==> src/rtl/xge_arb_pkg.sv <==
// Shared types and sizing for the MAC transmit packet arbiter.
package xge_arb_pkg;

  localparam int MAX_REQ = 8;
  localparam int GRANT_W = 3;

  typedef enum logic [0:0] {
    ARB_IDLE  = 1'b0,
    ARB_GRANT = 1'b1
  } arb_state_t;

endpackage

==> src/rtl/tx_pkt_arbiter_if.sv <==
// Requester-side and MAC-side packet handshake bundle for tx_pkt_arbiter.
interface tx_pkt_arbiter_if #(
  parameter int NUM_REQ = 4
);

  logic [NUM_REQ-1:0]    req_val;
  logic [NUM_REQ-1:0]    req_sop;
  logic [NUM_REQ-1:0]    req_eop;
  logic [3*NUM_REQ-1:0]  req_mod;
  logic [64*NUM_REQ-1:0] req_data;
  logic [NUM_REQ-1:0]    req_rdy;

  logic                  pkt_tx_full;
  logic                  pkt_tx_val;
  logic                  pkt_tx_sop;
  logic                  pkt_tx_eop;
  logic [2:0]            pkt_tx_mod;
  logic [63:0]           pkt_tx_data;

  // master: the packet sources plus the MAC; slave: the arbiter
  modport master (
    output req_val, req_sop, req_eop, req_mod, req_data, pkt_tx_full,
    input  req_rdy, pkt_tx_val, pkt_tx_sop, pkt_tx_eop, pkt_tx_mod, pkt_tx_data
  );

  modport slave (
    input  req_val, req_sop, req_eop, req_mod, req_data, pkt_tx_full,
    output req_rdy, pkt_tx_val, pkt_tx_sop, pkt_tx_eop, pkt_tx_mod, pkt_tx_data
  );

endinterface

==> src/rtl/tx_pkt_arbiter_rr_pick.sv <==
// Round-robin first-one finder: lowest request index at or after ptr, wrapping.
module rr_pick
  import xge_arb_pkg::*;
#(
  parameter int NUM_REQ = 4
) (
  input  logic [NUM_REQ-1:0] req,
  input  logic [GRANT_W-1:0] ptr,
  output logic               found,
  output logic [GRANT_W-1:0] idx
);

  always_comb begin
    found = 1'b0;
    idx   = '0;
    // k is the distance from ptr; the first hit in distance order wins
    for (int k = 0; k < NUM_REQ; k++) begin
      for (int i = 0; i < NUM_REQ; i++) begin
        if (!found && req[i] && (((int'(ptr) + k) % NUM_REQ) == i)) begin
          found = 1'b1;
          idx   = GRANT_W'(i);
        end
      end
    end
  end

endmodule

==> src/rtl/tx_pkt_arbiter.sv <==
// Packet-granular round-robin arbiter sharing the MAC pkt_tx port among NUM_REQ sources.
//   state     | meaning
//   ARB_IDLE  | no owner; arbitrate SOP requests, discard orphan beats
//   ARB_GRANT | grant_id owns pkt_tx from SOP until its accepted EOP
module tx_pkt_arbiter
  import xge_arb_pkg::*;
#(
  parameter int NUM_REQ = 4,
  parameter int CNT_W   = 16
) (
  input  logic               clk_156m25,
  input  logic               reset_156m25_n,
  tx_pkt_arbiter_if.slave    bus,
  output logic [GRANT_W-1:0] grant_id,
  output logic               busy,
  output logic [31:0]        pkt_cnt,
  output logic [CNT_W-1:0]   drop_cnt
);

  arb_state_t         state;
  logic [GRANT_W-1:0] rr_ptr;
  logic [NUM_REQ-1:0] cand;
  logic [NUM_REQ-1:0] orphan;
  logic               pick_found;
  logic [GRANT_W-1:0] pick_idx;

  logic               own_val;
  logic               own_sop;
  logic               own_eop;
  logic [2:0]         own_mod;
  logic [63:0]        own_data;
  logic               accept;

  assign cand   = bus.req_val & bus.req_sop;
  assign orphan = bus.req_val & ~bus.req_sop;

  rr_pick #(.NUM_REQ(NUM_REQ)) u_rr_pick (
    .req   (cand),
    .ptr   (rr_ptr),
    .found (pick_found),
    .idx   (pick_idx)
  );

  always_comb begin
    own_val  = 1'b0;
    own_sop  = 1'b0;
    own_eop  = 1'b0;
    own_mod  = '0;
    own_data = '0;
    for (int i = 0; i < NUM_REQ; i++) begin
      if (grant_id == GRANT_W'(i)) begin
        own_val  = bus.req_val[i];
        own_sop  = bus.req_sop[i];
        own_eop  = bus.req_eop[i];
        own_mod  = bus.req_mod[3*i +: 3];
        own_data = bus.req_data[64*i +: 64];
      end
    end
  end

  // Owner ready depends only on state, grant_id and full so no loop through req_val
  always_comb begin
    bus.req_rdy = '0;
    for (int i = 0; i < NUM_REQ; i++) begin
      if (state == ARB_GRANT)
        bus.req_rdy[i] = (grant_id == GRANT_W'(i)) && !bus.pkt_tx_full;
      else
        bus.req_rdy[i] = orphan[i];
    end
  end

  assign accept = (state == ARB_GRANT) && own_val && !bus.pkt_tx_full;

  always_ff @(posedge clk_156m25 or negedge reset_156m25_n) begin
    if (!reset_156m25_n) begin
      state           <= ARB_IDLE;
      rr_ptr          <= '0;
      grant_id        <= '0;
      busy            <= 1'b0;
      pkt_cnt         <= '0;
      drop_cnt        <= '0;
      bus.pkt_tx_val  <= 1'b0;
      bus.pkt_tx_sop  <= 1'b0;
      bus.pkt_tx_eop  <= 1'b0;
      bus.pkt_tx_mod  <= '0;
      bus.pkt_tx_data <= '0;
    end else begin
      bus.pkt_tx_val  <= accept;
      bus.pkt_tx_sop  <= accept && own_sop;
      bus.pkt_tx_eop  <= accept && own_eop;
      bus.pkt_tx_mod  <= (accept && own_eop) ? own_mod : 3'd0;
      bus.pkt_tx_data <= accept ? own_data : 64'd0;

      case (state)
        ARB_IDLE: begin
          if (|orphan && (drop_cnt != '1))
            drop_cnt <= drop_cnt + CNT_W'(1);
          if (pick_found) begin
            grant_id <= pick_idx;
            state    <= ARB_GRANT;
            busy     <= 1'b1;
          end
        end
        ARB_GRANT: begin
          if (accept && own_eop) begin
            pkt_cnt <= pkt_cnt + 32'd1;
            rr_ptr  <= (grant_id == GRANT_W'(NUM_REQ - 1)) ? '0 : grant_id + GRANT_W'(1);
            state   <= ARB_IDLE;
            busy    <= 1'b0;
          end
        end
        default: begin
          state <= ARB_IDLE;
          busy  <= 1'b0;
        end
      endcase
    end
  end

endmodule
==> src/flat_wrapper.sv <==
// flat-port wrapper written by rule: the top's interface ports become plain ports
module tx_pkt_arbiter_flat import xge_arb_pkg::*;
#(
  parameter int NUM_REQ = 4,
  parameter int CNT_W   = 16
)
  (clk_156m25, reset_156m25_n, grant_id, busy, pkt_cnt, drop_cnt, bus_req_val, bus_req_sop, bus_req_eop, bus_req_mod, bus_req_data, bus_pkt_tx_full, bus_req_rdy, bus_pkt_tx_val, bus_pkt_tx_sop, bus_pkt_tx_eop, bus_pkt_tx_mod, bus_pkt_tx_data);
  tx_pkt_arbiter_if #(.NUM_REQ(NUM_REQ)) bus_i ();
  input  logic clk_156m25;
  input  logic reset_156m25_n;
  output logic [GRANT_W-1:0] grant_id;
  output logic busy;
  output logic [31:0] pkt_cnt;
  output logic [CNT_W-1:0] drop_cnt;
  input wire logic [$bits(bus_i.req_val)-1:0] bus_req_val;
  input wire logic [$bits(bus_i.req_sop)-1:0] bus_req_sop;
  input wire logic [$bits(bus_i.req_eop)-1:0] bus_req_eop;
  input wire logic [$bits(bus_i.req_mod)-1:0] bus_req_mod;
  input wire logic [$bits(bus_i.req_data)-1:0] bus_req_data;
  input wire logic [$bits(bus_i.pkt_tx_full)-1:0] bus_pkt_tx_full;
  output wire logic [$bits(bus_i.req_rdy)-1:0] bus_req_rdy;
  output wire logic [$bits(bus_i.pkt_tx_val)-1:0] bus_pkt_tx_val;
  output wire logic [$bits(bus_i.pkt_tx_sop)-1:0] bus_pkt_tx_sop;
  output wire logic [$bits(bus_i.pkt_tx_eop)-1:0] bus_pkt_tx_eop;
  output wire logic [$bits(bus_i.pkt_tx_mod)-1:0] bus_pkt_tx_mod;
  output wire logic [$bits(bus_i.pkt_tx_data)-1:0] bus_pkt_tx_data;
  assign bus_i.req_val = bus_req_val;
  assign bus_i.req_sop = bus_req_sop;
  assign bus_i.req_eop = bus_req_eop;
  assign bus_i.req_mod = bus_req_mod;
  assign bus_i.req_data = bus_req_data;
  assign bus_i.pkt_tx_full = bus_pkt_tx_full;
  assign bus_req_rdy = bus_i.req_rdy;
  assign bus_pkt_tx_val = bus_i.pkt_tx_val;
  assign bus_pkt_tx_sop = bus_i.pkt_tx_sop;
  assign bus_pkt_tx_eop = bus_i.pkt_tx_eop;
  assign bus_pkt_tx_mod = bus_i.pkt_tx_mod;
  assign bus_pkt_tx_data = bus_i.pkt_tx_data;
  tx_pkt_arbiter #(.NUM_REQ(NUM_REQ), .CNT_W(CNT_W)) u_core (.clk_156m25(clk_156m25), .reset_156m25_n(reset_156m25_n), .bus(bus_i), .grant_id(grant_id), .busy(busy), .pkt_cnt(pkt_cnt), .drop_cnt(drop_cnt));
endmodule
==> config.mk <==
export PLATFORM = sky130hd
export DESIGN_NAME = tx_pkt_arbiter_flat
export DESIGN_NICKNAME = d
export VERILOG_FILES = /design/src/rtl/xge_arb_pkg.sv /design/src/rtl/tx_pkt_arbiter_if.sv /design/src/rtl/tx_pkt_arbiter_rr_pick.sv /design/src/rtl/tx_pkt_arbiter.sv /design/src/flat_wrapper.sv
export SDC_FILE = /design/constraint.sdc
export NUM_CORES = 1
export LEC_CHECK = 0
export BUFFER_PORTS_ARGS = -buffer_cell sky130_fd_sc_hd__buf_2
export CORE_AREA = 5 5 157 159
export CTS_CLUSTER_SIZE = 10
export DETAILED_ROUTE_END_ITERATION = 10
export DIE_AREA = 0 0 162 164
export SYNTH_ARGS = -nofsm -noshare
export SYNTH_HDL_FRONTEND = slang
export SYNTH_HIERARCHICAL = 1
export SYNTH_SLANG_ARGS = --single-unit
==> constraint.sdc <==
create_clock -name clk_156m25 -period 2.7 [get_ports clk_156m25]
set_clock_uncertainty 0.05 [all_clocks]
set_input_delay 0.54 -clock clk_156m25 [delete_from_list [all_inputs] [get_ports clk_156m25]]
set_output_delay 0.54 -clock clk_156m25 [all_outputs]
set_load 0.005 [all_outputs]
==> results of run 1 <==
## worst paths after layout
kind	from	endpoint	slack, ps	cells past startpoint
worst min register to register	u_core/pkt_cnt[31]$_DFFE_PN0P_	u_core/pkt_cnt[31]$_DFFE_PN0P_	420	1
worst max-delay path	u_core/grant_id[0]$_DFFE_PN0P_	u_core/rr_ptr[1]$_DFFE_PN0P_	180	7
worst min-delay path	reset_156m25_n	u_core/drop_cnt[8]$_DFFE_PN0P_	20	1
worst max register to register	u_core/grant_id[0]$_DFFE_PN0P_	u_core/rr_ptr[1]$_DFFE_PN0P_	180	7
min in group clk_156m25	bus_req_data[207]	u_core/bus.pkt_tx_data[15]$_DFF_PN0_	310	3
max in group asynchronous	reset_156m25_n	u_core/bus.pkt_tx_data[46]$_DFF_PN0_	1940	2
## report_power, final
part           switching (mW)  total [mW]  leakage, nW  internal, mW
Clock                   0.940        2.32        0.284          1.38
Sequential              0.173        2.33         1.69          2.16
Combinational            2.36        4.03         2.95          1.67
## per-stage QoR
step	power, mW	worst slack, ps	area [sq um]
floorplan	4.90	473	6710
global placement	6.38	135	9110
detailed placement	6.41	107	9110
CTS	8.78	80.6	9700
global route	9.28	39.5	9720
finish	8.68	183	9720
## per-layer routing
layer  routed length, um  part of all wire [%]  GRT usage (%)  up-vias
met5                  48                  0.17              0        -
met4                 478                   1.7           6.07        8
met1               11100                    40           25.5     3615
li1                    -                     -              -     3480
met2               13500                    49           32.2      353
met3                2480                   9.0           6.37       37
## layout make-up
type / instances / area, sq um
fill: 2374 / 13400
antenna: 6 / 15.0
multi-input combinational: 555 / 3320
tap: 290 / 363
clock buffer: 18 / 429
sequential: 125 / 3130
timing repair buffer: 426 / 2260
clock inverter: 14 / 158
inverter: 12 / 48.8
## sequential cells by signal, summed over array words and instances, names as in the netlist
signal and flops:
u_core/bus.pkt_tx_data 64, u_core/rr_ptr 2, u_core/busy 1, u_core/pkt_cnt 32, u_core/bus.pkt_tx_val 1, u_core/drop_cnt 16
u_core/bus.pkt_tx_eop 1, u_core/bus.pkt_tx_mod 3, u_core/grant_id 3, u_core/bus.pkt_tx_sop 1, u_core/state 1
## what timing repair did
action | 4_1_cts | 5_1_grt
hold buffers | 0 | 0
resized for setup | 0 | 2
buffers inserted | 0 | 0
endpoints found under the setup margin | 0 | 18
==> run metrics, run 1 <==
startpoint types flop; Slew HR 49.9%; Critical Path Max Stage Delay 450 ps; final WL 27,600 um; DRT Pass-1 Iters 6; Worst-Skew Late Latency 410 ps; Hold WS 20.5 ps; VDD IR max 603 uV; final hold violations 0; crit path DAT 2760 ps; core area 23,100 sq um; DRC 0; RSZ-0062 raised after global routing false; pin count of the biggest net entering global routing 138; clk buf depth 2; starting density of the core 29.0%; syn_nets 1,044; Pleak 4.93 nW; fin util 42.0%; Via density 5.18; maximum fanout along the worst path 22; Final setup viols 0; Period minus WS final 2520 ps; CP Class reg2reg; Critical Path End Type flop; syn avg cell area 8.89 sq um; WP data required 2950 ps; crit path max-delay cell type or3b_2; Pins Over Slew Limit 0; row count 56; commonest non-fill, non-tap cell in the layout buf_2; first-pass GRT wire length 41,000 um; CTS tree yes; clock buffers created by TritonCTS 17; synthesized area 6710 sq um; vias post-DR 7,493; Post-Syn Instances 755; Bufs and invs on worst path 2; Cells after DPL 1,408; vias in the first global route 7,017; cells along the critical path inv_1 -> ha_2 -> or3b_2 -> o2111a_1 -> o211ai_2 -> clkinvlp_4 -> mux2_2; initial antenna violation count 11; Ports 409; max cap viols 0; global-route usage over all layers 19.9%; share of layout cells above drive strength 1 41.7%; worst-margin pin slew 744 ps; Overflow after GRT 0; fin crit share 93.2%; I/O Buffers 408; H-tree Lvls 4; Iter 0 DRT Violations 536; Cell Count, Final, Fillers Out 1,446; fin nets 1,426; Warnings, synthesis 6; Die H 164 um; worst hold path type in2async; die area 26,600 sq um; RePlAce Congestion 0.903; Chip Width 162 um; family with the most delay on the worst path buffers and inverters; Antenna Nets Post-Route 0; status finished, final reports clean; P&R area growth vs syn 44.7%; max frequency 397 MHz; Setup TNS Final 0 ps; CTS root buffer clkbuf_16; WL/cell 19.1 um; clock net sink count 125; PwrDens 893 nW/um^2; most frequent cells in the layout 407 x buf_2, 154 x nor2_1, 125 x dfrtp_1, 81 x nor3_1, 71 x a21oi_1; Clock transition at path regs 60 ps; DPL Wire Length 21,100 um
Power figures use the tool's default switching activity.
==> inputs of run 2 (changes only) <==
Settings changed: PLACE_DENSITY set to 0.58, SYNTH_HIERARCHICAL 1 to unset.
Clock period 2.7 ns to 2.6 ns, I/O delays scaled along.
==> run metrics, run 2 <==
r2r startpoint u_core.grant_id[0]$_DFFE_PN0P_; FILL cells 2,397; family with the most delay on the worst path buffers and inverters; worst-margin pin slew 710 ps; Worst-Skew Late Latency 410 ps; Post-CTS Hold Buffers 0; crit path DAT 1850 ps; die area 26,600 sq um; Setup TNS Final 0 ps; CTS root buffer clkbuf_16; RePlAce Congestion 0.872; register name with the most flops u_core.bus.pkt_tx_data; reg-to-reg endpoint u_core.bus.pkt_tx_data[32]$_DFF_PN0_; WL/cell 19.2 um; footprint of the multi-input gates 3450 sq um; Chip Width 162 um; RSZ-0062 raised after global routing false; status finished, final reports clean; CTS tree yes; DRC 0; most common library cells after synthesis 124 x dfrtp_1, 81 x nor2_1, 80 x nor3_1; Critical Path End Type primary output; flop-to-flop setup slack 270 ps; Overflow after GRT 0; vias post-DR 7,200; max reg flops 64; Slew HR 52.7%; syn_nets 1,030; Seq pwr share 26.5%; final instance area 9830 sq um; Bufs and invs on worst path 3; DPL Wire Length 21,200 um; starting density of the core 29.2%; share of layout cells above drive strength 1 41.8%; setup slack after layout 183 ps; max frequency 414 MHz; crit path max-delay cell type dfrtp_1; most frequent cells in the layout 406 x buf_2, 124 x dfrtp_1, 81 x nor2_1, 80 x nor3_1; most instantiated library cell after synthesis dfrtp_1; max cap viols 0; Ports 409; vias in the first global route 6,990; final hold violations 0; cells along the critical path inv_1 -> ha_4 -> buf_12 -> nand2_1 -> o21ai_0 -> buf_2; P&R area growth vs syn 45.6%; VDD IR max 461 uV; synth unique cells 43; syn avg cell area 9.11 sq um; pre-CTS WS 191 ps; Die H 164 um; clock buffers created by TritonCTS 17; Post-synth EDFFs 0; FF+latch area 3100 sq um; #FFs+latches synth 124; H-tree Lvls 4; row count 56; first-pass GRT wire length 40,700 um; I/O Buffers 407; DRT Pass-1 Iters 5; clock net sink count 124; P_int 6.06 mW; Warnings, synthesis 0; Pleak 4.98 nW; Post-DP Area 9160 sq um; post-synth top area share 46.0%; WP data required 2030 ps; startpoint types flop; fin crit share 93.0%; top_reg_cell synth dfrtp_1; Period minus WS final 2420 ps; fraction of registers with async set/reset 100%; global-route usage over all layers 19.9%; Pins Over Slew Limit 0; sequential-to-total area share from yosys stat 46.0%; synthesized area 6750 sq um; CP Class reg2out; Net Sw Frac 40.3%; fin nets 1,414; Yosys top cell by area dfrtp_1; Psw 4.09 mW; worst hold path type in2async; Final setup viols 0; Iter 0 DRT Violations 423; r2r worst-path depth 9; post-CTS setup buffers 0; pin count of the biggest net entering global routing 81; commonest non-fill, non-tap cell in the layout buf_2; Comb pwr share 48.6%; Antenna Nets Post-Route 0; Via density 5.02; Critical Path Max Stage Delay 470 ps; largest cells by area after synthesis dfrtp_1 46%, a221oi_1 8.8%, nor2b_1 6.8%; core area 23,100 sq um; PwrDens 1030 nW/um^2; Post-Syn Instances 741; final WL 27,500 um; initial antenna violation count 9; Clock transition at path regs 60 ps; maximum fanout along the worst path 56; Clock Power Share 24.9%; clk buf depth 2; Largest regs u_core.bus.pkt_tx_data x64, u_core.pkt_cnt x32, u_core.drop_cnt x16
[run 2: power groups by stage]
stage	Combinational [mW]	Sequential [mW]	Clock, mW
finish	4.94	2.69	2.53
global route	5.51	2.76	2.68
CTS	4.96	2.69	2.59
detailed placement	4.95	2.71	0
global placement	4.89	2.70	0
floorplan	3.00	2.72	0
[run 2: per-stage QoR]
stage	std cells	total power [mW]	hold WS [ps]	utilization, %
6_report	1435	10.2	14.5	42.5
5_1_grt	1432	11.0	24.6	42.5
4_1_cts	1428	10.2	8.36	42.3
3_5_place_dp	1396	7.66	427	39.6
3_3_place_gp	1396	7.59	422	39.6
2_1_floorplan	741	5.72	174	-
[run 2: worst register-to-register path, cell delays in order (launching register included)]
cell      delay [ps]
dfrtp_1          490
inv_1            150
ha_1             310
nor2b_4          180
buf_4            210
buf_4            200
a221oi_1         360
nor3_1            80
a21oi_1          140
nor2_1            50
[run 2: logic make-up after synthesis]
group / share of synthesized area (%)
AND/OR/NAND/NOR: 26.0
AO/OA/AOI/OAI: 16.2
flip-flops: 46.0
buffers and inverters: 3.87
XOR/XNOR: 5.97
adder cells (fa/ha/maj): 1.11
multiplexers: 0.834
other: 0.0555
[run 2: final cells by class]
cell class	instances	area share (%)
multi-input combinational	550	35.1
sequential	124	31.6
timing repair buffer	425	22.9
clock buffer	18	4.47
tap	290	3.69
clock inverter	14	1.86
inverter	7	0.267
antenna	7	0.178
[run 2: how the worst max path moves through the flow]
stage / depth (start not counted) / slack, ps / startpoint / endpoint
CTS: 6 / 30 / u_core.grant_id[1]$_DFFE_PN0P_ / bus_req_rdy[1]
detailed placement: 9 / 190 / u_core.grant_id[0]$_DFFE_PN0P_ / u_core.bus.pkt_tx_data[5]$_DFF_PN0_
global route: 6 / 20 / u_core.grant_id[0]$_DFFE_PN0P_ / bus_req_rdy[2]
floorplan: 8 / 390 / u_core.grant_id[1]$_DFFE_PN0P_ / u_core.pkt_cnt[26]$_DFFE_PN0P_
finish: 6 / 180 / u_core.grant_id[0]$_DFFE_PN0P_ / bus_req_rdy[2]
global placement: 9 / 220 / u_core.grant_id[0]$_DFFE_PN0P_ / u_core.bus.pkt_tx_data[5]$_DFF_PN0_
[run 2: what timing repair did]
action                     4_1_cts  5_1_grt
resized for setup                1        4
pin swaps                        0        0
setup endpoints to repair        1        1
[run 2: routing by layer]
metal,wire length [um],vias up,track usage (%)
li1,-,3455,-
met5,62,-,0
met1,11300,3366,25.7
met2,13300,322,32.2
met3,2350,47,6.73
met4,530,10,5.50
==> inputs of run 3 (changes only) <==
Settings changed: HOLD_SLACK_MARGIN set to 0.08.
==> run metrics, run 3 (synthesis gave the netlist of run 2 again) <==
Die H 164 um; final WL 27,500 um; row count 56; worst-margin pin slew 717 ps; fin util 42.6%; fin crit share 92.9%; Chip Width 162 um; fin nets 1,415; clk buf depth 2; core area 23,100 sq um; initial antenna violation count 9; P&R area growth vs syn 45.7%; Comb pwr share 48.7%; Ports 409; CTS root buffer clkbuf_16; final hold violations 0; M2 GR Usage 32.2%; met3 usage 6.70%; Setup TNS Final 0 ps; clock net sink count 124; WP data required 2030 ps; status finished, final reports clean; max frequency 414 MHz; worst hold path type in2reg; Pleak 4.99 nW; Iter 0 DRT Violations 403; P_int 6.07 mW; FILL cells 2,396; Seq pwr share 26.5%; clock buffers created by TritonCTS 17; Slew HR 52.2%; most frequent cells in the layout 406 x buf_2, 124 x dfrtp_1, 81 x nor2_1, 80 x nor3_1; register name with the most flops u_core.bus.pkt_tx_data; DRT Pass-1 Iters 5; Overflow after GRT 0; post-CTS setup buffers 0; crit path DAT 1850 ps; DRC 0; VDD IR max 462 uV; Critical Path End Type primary output; startpoint types flop; pin count of the biggest net entering global routing 81; first-pass GRT wire length 40,700 um; Period minus WS final 2420 ps; Final setup viols 0; DPL Wire Length 21,200 um; max cap viols 0; WL/cell 19.1 um; commonest non-fill, non-tap cell in the layout buf_2; max reg flops 64; die area 26,600 sq um; maximum fanout along the worst path 56; I/O Buffers 407; Net Sw Frac 40.3%; Largest regs u_core.bus.pkt_tx_data x64, u_core.pkt_cnt x32, u_core.drop_cnt x16; vias in the first global route 6,990; gr busiest metal met2; starting density of the core 29.2%; Clock Power Share 24.9%; CP Class reg2out; Psw 4.09 mW; CTS tree yes; PwrDens 1030 nW/um^2; Antenna Nets Post-Route 0; Worst-Skew Late Latency 410 ps; share of layout cells above drive strength 1 41.8%; Via density 4.98; global-route usage over all layers 19.9%; RSZ-0062 raised after global routing false; H-tree Lvls 4; Clock transition at path regs 70 ps; met1 usage 25.7%; vias post-DR 7,155; Pins Over Slew Limit 0; RePlAce Congestion 0.872
-- run 3: changes by cell type in the layout (fill, tap and decap cells not counted), sizes merged --
| cell | before | now |
|---|---|---|
| dlygate4sd3 | 0 | 1 |
-- run 3: final cells by class --
cell class | count | area (sq um) | area share, %
timing repair buffer | 426 | 2260 | 23.0
sequential | 124 | 3100 | 31.5
clock buffer | 18 | 439 | 4.46
antenna | 7 | 17.5 | 0.178
multi-input combinational | 550 | 3450 | 35.1
clock inverter | 14 | 183 | 1.86
tap | 290 | 363 | 3.69
inverter | 7 | 26.3 | 0.267
-- run 3: timing repair --
action,CTS,global route
hold buffers,1,0
endpoints found under the setup margin,1,1
gates resized for setup,1,4
hold endpoints to repair,33,0
-- run 3: worst paths after layout --
path | startpoint | end | slack, ps | cells past startpoint
hold / removal | bus_req_data[229] | u_core.bus.pkt_tx_data[37]$_DFF_PN0_ | 290 | 3
min in group asynchronous | reset_156m25_n | u_core.pkt_cnt[6]$_DFFE_PN0P_ | 560 | 2
hold reg to reg | u_core.pkt_cnt[31]$_DFFE_PN0P_ | u_core.pkt_cnt[31]$_DFFE_PN0P_ | 440 | 1
max in group asynchronous | reset_156m25_n | u_core.bus.pkt_tx_data[63]$_DFF_PN0_ | 1180 | 3
setup reg to reg | u_core.grant_id[0]$_DFFE_PN0P_ | u_core.bus.pkt_tx_data[32]$_DFF_PN0_ | 250 | 9
setup / recovery | u_core.grant_id[0]$_DFFE_PN0P_ | bus_req_rdy[2] | 180 | 6
-- run 3: metal layers --
| layer | share of wire (%) | up-vias |
|---|---|---|
| li1 | - | 3461 |
| met1 | 41 | 3361 |
| met2 | 49 | 286 |
| met3 | 8.5 | 37 |
| met4 | 1.8 | 10 |
| met5 | 0.23 | - |
-- run 3: worst max-delay path, stage by stage (launching register included) --
cell     delay (ps)
dfrtp_1         470
inv_1           170
ha_4            220
buf_12          240
nand2_1          80
o21ai_0         100
buf_2           160
-- run 3: metrics by stage --
| step | power [mW] | worst slack [ps] | instance area [sq um] | std cells | hold WS [ps] |
|---|---|---|---|---|---|
| after CTS | 10.2 | 29.3 | 9800 | 1429 | 263 |
| final | 10.2 | 184 | 9840 | 1436 | 288 |
| after global routing | 11.0 | 19.8 | 9830 | 1433 | 276 |
| after floorplan | 5.72 | 388 | 6750 | 741 | 174 |
| after detailed placement | 7.66 | 191 | 9160 | 1396 | 427 |
| after global placement | 7.59 | 223 | 9160 | 1396 | 422 |
-- run 3: power by group through the flow --
stage | combinational, mW | clock, mW | sequential [mW]
after floorplan | 3.00 | 0 | 2.72
after global routing | 5.52 | 2.68 | 2.76
after CTS | 4.96 | 2.59 | 2.69
after global placement | 4.89 | 0 | 2.70
final | 4.94 | 2.53 | 2.69
after detailed placement | 4.95 | 0 | 2.71
